## src/rtl/uart_tx_gen2.sv

```systemverilog
// uart_tx_gen2 : buffered UART transmitter.
//
// Characters pushed through wr_en/wdata are stored in a FIFO_DEPTH-entry FIFO.
// A frame FSM then serialises them LSB-first on txd. Each frame has a start
// bit, 5..8 data bits, an optional parity bit (even/odd/stick) and 1 or 2 stop
// bits. Each serial bit lasts OVERSAMPLE bclk ticks.
//
// Ports
//   clk, resetn        system clock, asynchronous active-low reset
//   bclk               baud tick, one clk wide
//   tx_en              transmitter enable (gates pushes and frame starts)
//   wr_en, wdata       FIFO push request and character
//   char_len           data length select (DATA_W-3+char_len bits)
//   parity_en, parity_type, stick_par, stop2   frame format
//   brk                break request (txd forced low while idle)
//   fifo_flush         discard FIFO contents
//   tx_thr_val         FIFO threshold select
//   txd                registered serial output
//   tx_busy, tx_bclk_en  frame in progress
//   fifo_empty, fifo_full, fifo_level, tx_thr   FIFO status
//   wr_overflow        pulse when a push is dropped on a full FIFO
//   tx_done            pulse at the end of each frame
module uart_tx_gen2 #(
    parameter int FIFO_DEPTH = 16,
    parameter int DATA_W     = 8,
    parameter int OVERSAMPLE = 16,
    localparam int LVL_W     = $clog2(FIFO_DEPTH) + 1
) (
    input  logic              clk,
    input  logic              resetn,
    input  logic              bclk,
    input  logic              tx_en,
    input  logic              wr_en,
    input  logic [DATA_W-1:0] wdata,
    input  logic [1:0]        char_len,
    input  logic              parity_en,
    input  logic              parity_type,
    input  logic              stick_par,
    input  logic              stop2,
    input  logic              brk,
    input  logic              fifo_flush,
    input  logic [1:0]        tx_thr_val,
    output logic              txd,
    output logic              tx_busy,
    output logic              tx_bclk_en,
    output logic              fifo_empty,
    output logic              fifo_full,
    output logic [LVL_W-1:0]  fifo_level,
    output logic              tx_thr,
    output logic              wr_overflow,
    output logic              tx_done
);

    localparam int CNT_W = $clog2(OVERSAMPLE);
    localparam int IDX_W = $clog2(DATA_W);

    typedef enum logic [2:0] {
        S_IDLE,
        S_START,
        S_DATA,
        S_PARITY,
        S_STOP
    } state_t;

    logic [DATA_W-1:0] mem_q [FIFO_DEPTH];
    logic [LVL_W-1:0]  wr_ptr_q, wr_ptr_d, rd_ptr_q, rd_ptr_d;
    logic [LVL_W-1:0]  thr_lim;
    logic              push, pop;

    state_t            state_q, state_d;
    logic [DATA_W-1:0] shift_q, shift_d;
    logic [CNT_W-1:0]  cnt_q, cnt_d;
    logic [IDX_W-1:0]  idx_q, idx_d;
    logic [1:0]        len_q, len_d;
    logic              par_en_q, par_en_d, par_type_q, par_type_d;
    logic              stick_q, stick_d, stop2_q, stop2_d;
    logic              txd_q, txd_d, done_q, done_d, ovf_q, ovf_d;
    logic              bit_end, par_bit;
    logic [IDX_W-1:0]  last_idx;

    // FIFO status: pointers carry one extra wrap bit so full and empty differ.
    always_comb begin
        fifo_empty = (wr_ptr_q == rd_ptr_q);
        fifo_full  = (wr_ptr_q[LVL_W-1] != rd_ptr_q[LVL_W-1]) &&
                     (wr_ptr_q[LVL_W-2:0] == rd_ptr_q[LVL_W-2:0]);
        fifo_level = wr_ptr_q - rd_ptr_q;
        case (tx_thr_val)
            2'b00:   thr_lim = LVL_W'(FIFO_DEPTH);
            2'b01:   thr_lim = LVL_W'(FIFO_DEPTH * 7 / 8);
            2'b10:   thr_lim = LVL_W'(FIFO_DEPTH * 3 / 4);
            default: thr_lim = LVL_W'(FIFO_DEPTH / 2);
        endcase
        tx_thr = (fifo_level < thr_lim);
    end

    // Push/pop qualification; a flush overrides both in the same cycle.
    always_comb begin
        push     = wr_en & tx_en & ~fifo_full & ~fifo_flush;
        pop      = (state_q == S_IDLE) & tx_en & ~fifo_empty & ~brk & ~fifo_flush;
        ovf_d    = wr_en & tx_en & fifo_full;
        wr_ptr_d = wr_ptr_q;
        rd_ptr_d = rd_ptr_q;
        if (fifo_flush) begin
            wr_ptr_d = '0;
            rd_ptr_d = '0;
        end else begin
            if (push) begin
                wr_ptr_d = wr_ptr_q + LVL_W'(1);
            end
            if (pop) begin
                rd_ptr_d = rd_ptr_q + LVL_W'(1);
            end
        end
    end

    // Storage array needs no reset; only the pointers define its contents.
    always_ff @(posedge clk) begin
        if (push) begin
            mem_q[wr_ptr_q[LVL_W-2:0]] <= wdata;
        end
    end

    // Parity over the latched data length only; bits above it are ignored.
    always_comb begin
        last_idx = IDX_W'(DATA_W - 4) + IDX_W'(len_q);
        par_bit  = 1'b0;
        for (int i = 0; i < DATA_W; i++) begin
            if (IDX_W'(i) <= last_idx) begin
                par_bit = par_bit ^ shift_q[i];
            end
        end
        if (stick_q) begin
            par_bit = par_type_q;
        end else if (par_type_q) begin
            par_bit = ~par_bit;
        end
    end

    // Frame FSM. The tick counter only advances on bclk and a bit ends on the
    // tick that completes OVERSAMPLE ticks. Frame format is latched at the pop
    // so that input changes mid-frame cannot corrupt the character.
    always_comb begin
        state_d    = state_q;
        shift_d    = shift_q;
        cnt_d      = cnt_q;
        idx_d      = idx_q;
        len_d      = len_q;
        par_en_d   = par_en_q;
        par_type_d = par_type_q;
        stick_d    = stick_q;
        stop2_d    = stop2_q;
        done_d     = 1'b0;
        bit_end    = bclk && (cnt_q == CNT_W'(OVERSAMPLE - 1));

        if (state_q != S_IDLE && bclk) begin
            cnt_d = bit_end ? '0 : cnt_q + CNT_W'(1);
        end

        case (state_q)
            S_IDLE: begin
                if (pop) begin
                    shift_d    = mem_q[rd_ptr_q[LVL_W-2:0]];
                    len_d      = char_len;
                    par_en_d   = parity_en;
                    par_type_d = parity_type;
                    stick_d    = stick_par;
                    stop2_d    = stop2;
                    cnt_d      = '0;
                    idx_d      = '0;
                    state_d    = S_START;
                end
            end
            S_START: begin
                if (bit_end) begin
                    state_d = S_DATA;
                end
            end
            S_DATA: begin
                if (bit_end) begin
                    if (idx_q == last_idx) begin
                        idx_d   = '0;
                        state_d = par_en_q ? S_PARITY : S_STOP;
                    end else begin
                        idx_d = idx_q + IDX_W'(1);
                    end
                end
            end
            S_PARITY: begin
                if (bit_end) begin
                    state_d = S_STOP;
                end
            end
            S_STOP: begin
                // idx_q counts stop bits already sent
                if (bit_end) begin
                    if (stop2_q && idx_q == '0) begin
                        idx_d = IDX_W'(1);
                    end else begin
                        state_d = S_IDLE;
                        done_d  = 1'b1;
                    end
                end
            end
            default: begin
                state_d = S_IDLE;
            end
        endcase
    end

    // txd is registered from the next-state view so the start bit appears
    // the cycle after the pop; an idle line shows the break request.
    always_comb begin
        case (state_d)
            S_START:  txd_d = 1'b0;
            S_DATA:   txd_d = shift_d[idx_d];
            S_PARITY: txd_d = par_bit;
            S_STOP:   txd_d = 1'b1;
            default:  txd_d = ~brk;
        endcase
    end

    always_ff @(posedge clk or negedge resetn) begin
        if (!resetn) begin
            wr_ptr_q   <= '0;
            rd_ptr_q   <= '0;
            state_q    <= S_IDLE;
            shift_q    <= '0;
            cnt_q      <= '0;
            idx_q      <= '0;
            len_q      <= '0;
            par_en_q   <= 1'b0;
            par_type_q <= 1'b0;
            stick_q    <= 1'b0;
            stop2_q    <= 1'b0;
            txd_q      <= 1'b1;
            done_q     <= 1'b0;
            ovf_q      <= 1'b0;
        end else begin
            wr_ptr_q   <= wr_ptr_d;
            rd_ptr_q   <= rd_ptr_d;
            state_q    <= state_d;
            shift_q    <= shift_d;
            cnt_q      <= cnt_d;
            idx_q      <= idx_d;
            len_q      <= len_d;
            par_en_q   <= par_en_d;
            par_type_q <= par_type_d;
            stick_q    <= stick_d;
            stop2_q    <= stop2_d;
            txd_q      <= txd_d;
            done_q     <= done_d;
            ovf_q      <= ovf_d;
        end
    end

    assign txd         = txd_q;
    assign tx_busy     = (state_q != S_IDLE);
    assign tx_bclk_en  = tx_busy;
    assign wr_overflow = ovf_q;
    assign tx_done     = done_q;

endmodule

```

## config.mk

```make
export PLATFORM = sky130hd
export DESIGN_NAME = uart_tx_gen2
export DESIGN_NICKNAME = d
export VERILOG_FILES = /design/src/rtl/uart_tx_gen2.sv
export SDC_FILE = /design/constraint.sdc
export NUM_CORES = 1
export LEC_CHECK = 0
export ABC_AREA = 1
export CORE_ASPECT_RATIO = 0.75
export CORE_MARGIN = 4
export CORE_UTILIZATION = 65
export DETAILED_ROUTE_END_ITERATION = 16
export PLACE_DENSITY = 0.85
export SLEW_MARGIN = 30
export SYNTH_ARGS = -nofsm -noshare
export SYNTH_HDL_FRONTEND = slang
export SYNTH_SLANG_ARGS = --single-unit
```

## constraint.sdc

```tcl
create_clock -name clk -period 7.1 [get_ports clk]
set_clock_uncertainty 0.05 [all_clocks]
set_input_delay 2.13 -clock clk [delete_from_list [all_inputs] [get_ports clk]]
set_output_delay 2.13 -clock clk [all_outputs]
set_load 0.01 [all_outputs]
```

=== Word-level counts from Yosys, hierarchy flattened ===
Memory sizes are Yosys's and may differ from the RTL's.
Index checks and enable logic that the tools add are counted.

* $add $sub $neg: 6
* Magnitude comparators: 10
* Equality and inequality tests: 15
* Mux-type cells: 44
* Bitwise operators: 20
* Reductions and logical operators: 11

{| class="wikitable"
|+ Operators by type and width
! cell !! number
|-
| $mux 3 || 13
|-
| $mux 5 || 4
|-
| $mux 1 || 16
|-
| $mux 4 || 4
|-
| $mux 8 || 2
|-
| $pmux 3 s5 || 1
|-
| $pmux 5 s3 || 1
|-
| $eq 3x2->1 const B || 4
|-
| $le 3x3->1 const A || 4
|-
| $add 5x1->5 const B || 2
|-
| $pmux 3 s3 || 1
|-
| $and 1x1->1 || 8
|-
| $xor 1x1->1 || 7
|-
| $eq 3x1->1 const B || 2
|-
| $eq 3x3->1 const B || 2
|-
| $le 1x3->1 const A || 2
|-
| $le 2x3->1 const A || 2
|-
| $logic_not 3->1 || 2
|-
| $eq 5x5->1 || 1
|-
| $lt 5x5->1 || 1
|-
| $not 1->1 || 5
|-
| $sub 5x5->5 || 1
|-
| $add 4x1->4 const B || 1
|-
| $eq 4x4->1 || 1
|-
| 15 further kinds || 19
|}

* Register bits after elaboration: 37
* Memory bits (writable): 128
* Input port bits: 23
* Output and inout bits: 13
* Word-level logic and storage cells: 121
* Memories kept: 1

{| class="wikitable"
|+ Memory list
! memory !! depth !! bits a word !! rd ports !! clocked after Yosys merged registers in !! write ports !! line !! source
|-
| mem_q || 16 || 8 || 1 || 0 || 1 || 65 || <nowiki>logic [DATA_W-1:0] mem_q [FIFO_DEPTH];</nowiki>
|}

=== Depth between registers and ports, before layout ===
Gate-level depths: netlist of run 1.

* Word-level depth: 21
* Gate-level depth with buffers: 18
* Mapped depth without buffers: 17

=== Least setup slack after synthesis of run 1 ===
OpenSTA, ideal clock, no wires.

* Path type: input-to-output
* Start: input tx_thr_val[1]
* End: output tx_thr
* Arrival time: 3.179 ns
* Data required time: 4.920 ns
* Path slack: 1.741 ns
* Stages on the path: 8
* Cell sequence: inv_1 ha_1 inv_1 ha_1 o21ai_0 nand2_1 a21o_1 a21oi_1

* Cells in the longest elaborated chain, start to end: 3

{| class="wikitable"
|+ RTL lines
! element !! line !! source
|-
| from (decl) || 42 || <nowiki>input logic [1:0] tx_thr_val,</nowiki>
|-
| $eq 2x2->1, or another cell as far along || 87 || <nowiki>case (tx_thr_val)</nowiki>
|-
| $pmux 5 s3 (*) || 87 ||
|-
| $lt 5x5->1 (*) || 93 || <nowiki>tx_thr = (fifo_level < thr_lim);</nowiki>
|-
| to (decl) || 49 || <nowiki>output logic tx_thr,</nowiki>
|}

Mark *: on every way between the ends. The rest lies on a longest branch, timed or not.

=== Worst setup path after layout of run 1 ===
* Start: input tx_thr_val[0]
* End: output tx_thr

The elaborated chain is that of the path after synthesis.

==> results.md, run 1 <==
- RSZ-0062 raised after global routing: false
- Maximum frequency from static timing analysis: approximately 0.16 GHz
- Non-filler instance count after layout: between 900 and 1000
- Worst Setup Start Kind: input pin
- Avg Vias per Cell: ~5.9
- Dominant combinational cell family by area after synthesis: simple AND/OR/NAND/NOR gates
- Hold Crit Start: stop2_q$_DFFE_PN0P_
- Total setup violations reported at the end of the flow: 0
- Violation count after the first detailed-route iteration: around 700
- Starting Density: 66.6%
- Vertical extent of the die: between 100 and 150 um
- Critical Path, Cell by Cell: clkdlybuf4s50_1, inv_1, ha_1, inv_1, ha_1, o21ai_0, nand2_1, a21o_1, a21oi_1, clkdlybuf4s50_1
- Via count of the first global-routing pass: 5618
- Post-detailed-route count of antenna-violating nets: 0
- Final GP Congestion: roughly 0.94
- Slowest cell on the critical path: clkdlybuf4s50_1
- Shortest clock period the worst path allows after layout: 6.41 ns
- Fill cell total of the finished layout: 751
- Internal reg-to-reg setup slack: 2.70 ns
- Type of the worst min-delay path: flop to flop
- Fraction of the mapped netlist area in simple logic gates: 23.0%
- DPL Wire Length: 11700 um
- Max Cap Violations: 0
- Logic depth of the worst register-to-register path: 9
- Classification of the worst setup path: input pin to primary output
- Proportion of synthesized chip area in sequential cells: ~62%
- Final worst-path cycle share: 90.3%
- IO Pins: 36
- Complex-gate fraction of the synthesized area: between 5 and 6%
- Setup TNS: 0 ns
- Vias: about 5800
- Result of the run: finished, final reports clean
- PostCTS Resize Cnt: 0
- Std cell rows: 34
- Post-synthesis xor/xnor area fraction: approximately 1.4%
- Worst EP arrival: roughly 4.2 ns
- Aggregate global-route resource usage: 28.6%
- Placed Instances: around 950
- Post-synthesis instance total: between 700 and 800
- VDD IR max: around 0.00026 V
- Hold Violations, Final: 0
- Critical register-to-register path startpoint: rd_ptr_q[2]$_DFFE_PN0P_
- Fraction of synthesized area in multiplexers: 0%
- Routed wirelength normalized by instance count: around 19 um
- Min-Delay Endpoint: stop2_q$_DFFE_PN0P_
- Delay of the slowest cell on the worst path: between 0.5 and 0.6 ns
- Number of antenna violations at the first check in global routing: 0
- Post-synthesis share of cell area spent on full adders, half adders and majority gates: roughly 3%
- Number of buffer and inverter stages on the critical path: 4
- Layout cells sized above 1: 8.15%
- Post-CTS Repair Setup Buffers: 0
- Clock slew at the register clock pins of the worst setup and hold paths: roughly 0.07 ns
- Total die area: approximately 14000 um2
- Number of clock buffers inserted by TritonCTS: 17
- Required time reported for the critical path endpoint: 4.92 ns
- Core area: approximately 12000 um2
- Clk sinks: 165
- Overflow left after global routing: 0
- Count of port buffers added during placement: 35
- Synth Area per Inst: roughly 9.9 um2
- Distinct cell type count of the synthesized netlist: 41
- Maximum number of pins on one net before global-route repair: 71
- Relative slew slack: 37.0%
- Pin slew with the least headroom to its limit: around 0.94 ns
- Area occupied by multi-input gates: 2510 um2
- Nets: 850
- Kind of cell adding the most delay to the critical path: buffers and inverters
- Final Max Tran Viols: 0
- Peak fanout along the critical path: 2
- Total leakage power: between 3 and 4 nW
- Terminus of the critical flop-to-flop path: mem_q[6][7]$_DFFE_PP_
- Cell at the root of the clock tree: clkbuf_16
- Number of buffers inserted by hold repair at cts: 0
- Nets in the synthesized netlist: around 820
- Growth of design area from synthesis to finish: 13.7%
- Number of warnings printed during yosys synthesis: 0
- Inserted Diodes: 0
- Total power divided by cell area: about 290 nW/um2
- Max Buffers Root-to-Sink: 2
- Fraction of the core area covered by cells at the end of the flow: 75.7%
- Worst-Skew Late Latency: 0.43 ns
- TritonCTS clock tree: yes
- Post-synth design cell area: between 7000 and 8000 um2
- Initial DRT Pass Iterations: 6
- Die width: 134 um
- Drc violations: 0
- Storage element area: 4770 um2
- Detailed Route WL: around 19000 um
- Number of H-tree levels: 4
- Number of synthesized register bits: 165
- Sort of element at the end of the critical path: primary output
- Global-route wire length before repair: 29600 um
- Hold Path Stages: 2
[power by group]
| group | switching, mW | leakage, nW | internal [mW] |
|---|---|---|---|
| combinational | 0.277 | 1.67 | 0.170 |
| clock | 0.402 | 0.288 | 0.561 |
| sequential | 0.0456 | 1.62 | 1.10 |
[placed cells by master, fill, tap and decap left out, drive strengths merged, types with 3 or more instances in the layout]
cell type      Yosys  routed
buf               18       5
bufinv             0       3
nand4              4       4
ha                17      17
nor3              11      11
o21ai             60      60
clkinvlp           0       4
a21oi              7       7
xor2               8       8
nor2             107     107
xnor2              4       4
clkbuf            11      17
inv               80      85
dfrtp             36      36
clkinv             1       4
or2                6       6
clkdlybuf4s50      0      34
nand3             92      92
edfxtp           128     128
nand2            181     181
[routing by layer]
metal	track usage, %	wire (um)	share of wire, %
met1	38.6	7340	40
met2	45.5	8700	47
met3	8.56	2070	11
met4	9.17	396	2.1
met5	0	0	0
[worst max path at each step]
stage	from	end	slack, ns	depth (start not counted)
after floorplan	tx_thr_val[1]	tx_thr	1.74	8
after global placement	tx_thr_val[0]	tx_thr	0.76	10
after detailed placement	tx_thr_val[0]	tx_thr	0.69	10
after CTS	tx_thr_val[0]	tx_thr	0.68	10
after global routing	rd_ptr_q[2]$_DFFE_PN0P_	tx_thr	0.55	9
final	tx_thr_val[0]	tx_thr	0.69	10
[cell families (layout without fill, tap and decap cells)]
kind of cell               after synthesis  after routing
and+or+nand+nor                        402            402
buffers and inverters                  110            152
AOI/OAI and AO/OA                       73             73
DFF                                    165            165
adders and majority gates               18             18
xor gates and xnor gates                12             12
[stage by stage]
stage | worst slack [ns] | power (mW) | instance area, um2 | hold slack, ns
6_report | 0.689 | 2.56 | 8790 | 0.449
5_1_grt | 0.548 | 2.67 | 8790 | 0.471
4_1_cts | 0.676 | 2.56 | 8780 | 0.447
3_3_place_gp | 0.758 | 1.59 | 8160 | 0.420
2_1_floorplan | 1.74 | 1.47 | 7730 | 0.399
3_5_place_dp | 0.692 | 1.61 | 8170 | 0.422
[sequential cells by signal, summed over array words and instances, names as in the netlist]
name / count
wr_overflow: 1
idx_q: 3
cnt_q: 4
tx_done: 1
mem_q: 128
stop2_q: 1
wr_ptr_q: 5
rd_ptr_q: 5
par_en_q: 1
state_q: 3
txd: 1
stick_q: 1
shift_q: 8
par_type_q: 1
len_q: 2
[tightest hold or removal path: cells and delay by family (launching register included)]
family / cells / cell delay, ns
DFF: 1 / 0.36
and+or+nand+nor: 2 / 0.11
[Yosys cell counts (all sizes together)]
cell    instances  share of area, %
xor2            8              0.91
nand2         181               9.2
inv            80               3.9
o21bai          1             0.097
o21ai          60               4.0
dfstp           1              0.34
xnor2           4              0.45
fa              1              0.26
nand4           4              0.40
dfrtp          36                12
o22ai           1             0.081
clkbuf         11              0.53
a31oi           1             0.081
a21oi           7              0.45
or2             6              0.49
a21o            1             0.097
nand3          92               6.6
buf            18               1.4
edfxtp        128                50
o211ai          1             0.097
ha             17               2.7
nor2          107               5.5
a211oi          1             0.097
clkinv          1             0.048
nor4            1             0.081
nor3           11              0.71
[final cells by class]
class                           count  area share [%]
Multi-Input combinational cell    505            28.6
Timing Repair Buffer               39            4.27
Tap cell                          162            2.31
Clock buffer                       17            4.84
Clock inverter                     15            2.16
Sequential cell                   165            54.3
Inverter                           81            3.53
Power figures use the tool's default switching activity.
==> run 2: changes to the inputs <==
Settings changed: CAP_MARGIN set to 20.
==> results of run 2 <==
Same layout as run 1: the final DEF is identical, and so are final timing and power.
==> run 3: changes to the inputs <==
Settings changed: GPL_TIMING_DRIVEN set to 0, PLACE_DENSITY 0.85 to 0.94.
==> run 3 against run 2 <==
Power up 1.1%; sequential power about the same; final cell count up 2.8%; critical endpoint unchanged; highest routed layer unchanged.
==> results.md, run 3 (same netlist as run 1, synthesis figures left out) <==
- Vertical extent of the die: 102 um (unchanged)
- Combinational cell fraction of total power: 18.6% (was 17.5%)
- Min-Delay Endpoint: stop2_q$_DFFE_PN0P_ (unchanged)
- Number of antenna violations at the first check in global routing: 1 (was 0)
- RSZ-0062 raised after global routing: false (unchanged)
- Max Cap Violations: 0 (unchanged)
- Classification of the worst setup path: input pin to primary output (unchanged)
- Starting Density: 66.6% (unchanged)
- Type of the worst min-delay path: flop to flop (unchanged)
- Worst Setup Start Kind: input pin (unchanged)
- Clock power share: 36.8% (was 37.6%)
- Number of buffers inserted by hold repair at cts: 0 (unchanged)
- Detailed Route WL: 21300 um (was 18500 um)
- Terminus of the critical flop-to-flop path: mem_q[9][7]$_DFFE_PP_ (was mem_q[6][7]$_DFFE_PP_)
- Critical register-to-register path startpoint: rd_ptr_q[3]$_DFFE_PN0P_ (was rd_ptr_q[2]$_DFFE_PN0P_)
- Maximum frequency from static timing analysis: 0.157 GHz (was 0.156 GHz)
- Clk sinks: 165 (unchanged)
- Logic depth of the worst register-to-register path: 11 (was 9)
- Fraction of power consumed by sequential logic: 44.6% (was 44.9%)
- Core area: 11600 um2 (unchanged)
- Commonest non-fill, non-tap cells in the layout: nand2_1 (175), edfxtp_1 (128), nor2_1 (96) (was nand2_1 (175), edfxtp_1 (128), nor2_1 (104))
- Total setup violations reported at the end of the flow: 0 (unchanged)
- Internal reg-to-reg setup slack: 2.99 ns (was 2.70 ns)
- Post-CTS Repair Setup Buffers: 0 (unchanged)
- TritonCTS clock tree: yes (unchanged)
- Pin slew with the least headroom to its limit: 1.13 ns (was 0.941 ns)
- Maximum number of pins on one net before global-route repair: 22 (was 71)
- Shortest clock period the worst path allows after layout: 6.37 ns (was 6.41 ns)
- Number of clock buffers inserted by TritonCTS: 17 (unchanged)
- DPL Wire Length: 13300 um (was 11700 um)
- Area occupied by multi-input gates: 2550 um2 (was 2510 um2)
- Hold Violations, Final: 0 (unchanged)
- Drc violations: 0 (unchanged)
- Total power divided by cell area: 288 nW/um2 (was 291 nW/um2)
- Peak fanout along the critical path: 2 (unchanged)
- Std cell rows: 34 (unchanged)
- Nets: 878 (was 850)
- Total leakage power: 3.68 nW (was 3.58 nW)
- Relative slew slack: 24.5% (was 37.0%)
- PostCTS Resize Cnt: 0 (unchanged)
- Hold Crit Start: stop2_q$_DFFE_PN0P_ (unchanged)
- Initial DRT Pass Iterations: 7 (was 6)
- Global-route wire length before repair: 32200 um (was 29600 um)
- Number of flip-flops under the largest register name: 128 (unchanged)
- Clock slew at the register clock pins of the worst setup and hold paths: 0.07 ns (about the same)
- Placed Instances: 980 (was 952)
- Count of port buffers added during placement: 35 (unchanged)
- Inserted Diodes: 0 (unchanged)
- Aggregate global-route resource usage: 31.8% (was 28.6%)
- Via count of the first global-routing pass: 6063 (was 5618)
- Worst EP arrival: 4.19 ns (was 4.23 ns)
- Switching portion of total power: 29.0% (was 28.3%)
- Final worst-path cycle share: 89.7% (was 90.3%)
- Sort of element at the end of the critical path: primary output (unchanged)
- Total die area: 13700 um2 (unchanged)
- Violation count after the first detailed-route iteration: 909 (was 713)
- Layout cells sized above 1: 10.5% (was 8.15%)
- Routed wirelength normalized by instance count: 21.1 um (was 18.8 um)
- Die width: 134 um (unchanged)
- Cell at the root of the clock tree: clkbuf_16 (unchanged)
- Worst-Skew Late Latency: 0.43 ns (about the same)
- Post-detailed-route count of antenna-violating nets: 0 (unchanged)
- Internal Power: 1.84 mW (was 1.83 mW)
- VDD IR max: 0.000196 V (was 0.000261 V)
- Vias: 6321 (was 5763)
- Avg Vias per Cell: 6.25 (was 5.86)
- Overflow left after global routing: 0 (unchanged)
- Required time reported for the critical path endpoint: 4.92 ns (about the same)
- Switching pwr: 750 uW (was 724 uW)
- Setup TNS: 0 ns (unchanged)
- Final Max Tran Viols: 0 (unchanged)
- Fill cell total of the finished layout: 686 (was 751)
- Hold Path Stages: 2 (unchanged)
- Storage element area: 4770 um2 (about the same)
- Number of H-tree levels: 4 (unchanged)
- Result of the run: finished, final reports clean (unchanged)
- Most common cell after layout, fill and taps aside: nand2_1 (unchanged)
- Max Buffers Root-to-Sink: 2 (unchanged)
- Non-filler instance count after layout: 1012 (was 984)
- IO Pins: 36 (unchanged)
- Worst hold-check slack: 0.436 ns (was 0.449 ns)
- Final GP Congestion: 0.911 (was 0.937)
- Growth of design area from synthesis to finish: 16.0% (was 13.7%)
## run 3: cell count changes in the layout (fill, tap and decap cells not counted), moves of 2 or more
cell / before / now
nor2_2: 1 / 9
buf_2: 1 / 15
clkinv_1: 1 / 3
inv_6: 7 / 4
clkbuf_1: 0 / 11
nor2_1: 104 / 96
## run 3: metrics by stage
stage / area (um2) / power (mW) / utilization (%) / setup WS (ns)
5_1_grt: 8970 / 2.68 / 77.2 / 0.548
3_5_place_dp: 8340 / 1.63 / 71.8 / 0.738
2_1_floorplan: 7730 / 1.47 / - / 1.74
6_report: 8970 / 2.59 / 77.2 / 0.733
4_1_cts: 8940 / 2.56 / 77.0 / 0.724
3_3_place_gp: 8290 / 1.60 / 71.4 / 0.733
## run 3: per-layer routing
metal	wire length, um	vias to the layer above	GRT usage [%]
li1	-	2706	-
met3	3040	101	10.7
met2	9710	568	51.2
met5	0	-	0
met1	7750	2946	40.1
met4	801	0	14.1
## run 3: cell type report
| cell class | count | area share, % |
|---|---|---|
| inverter | 81 | 3.44 |
| tap | 162 | 2.26 |
| clock inverter | 15 | 1.99 |
| multi-input combinational | 505 | 28.4 |
| buffer | 29 | 1.67 |
| clock buffer | 17 | 4.74 |
| sequential | 165 | 53.2 |
| timing repair buffer | 38 | 4.32 |
## run 3: worst max-delay path, cell delays in order
cell and delay [ns]:
clkdlybuf4s50_1 0.48, inv_1 0.05, ha_1 0.26, inv_1 0.04
ha_1 0.26, o21ai_0 0.07, nand2_1 0.07, a21o_1 0.15
a21oi_1 0.13, clkdlybuf4s50_1 0.56
## run 3: how the worst max path moves through the flow
stage | start | end | slack (ns) | cells past startpoint
floorplan | tx_thr_val[1] | tx_thr | 1.74 | 8
global route | tx_thr_val[0] | tx_thr | 0.55 | 10
CTS | tx_thr_val[0] | tx_thr | 0.72 | 10
global placement | tx_thr_val[0] | tx_thr | 0.73 | 10
detailed placement | tx_thr_val[0] | tx_thr | 0.74 | 10
finish | tx_thr_val[0] | tx_thr | 0.73 | 10
## run 3: power groups by stage
stage               logic [mW]  clock network [mW]  registers [mW]
floorplan                0.314                   0            1.16
global placement         0.430                   0            1.17
detailed placement       0.460                   0            1.17
CTS                      0.470               0.942            1.15
global route             0.527               0.988            1.16
finish                   0.482               0.951            1.15
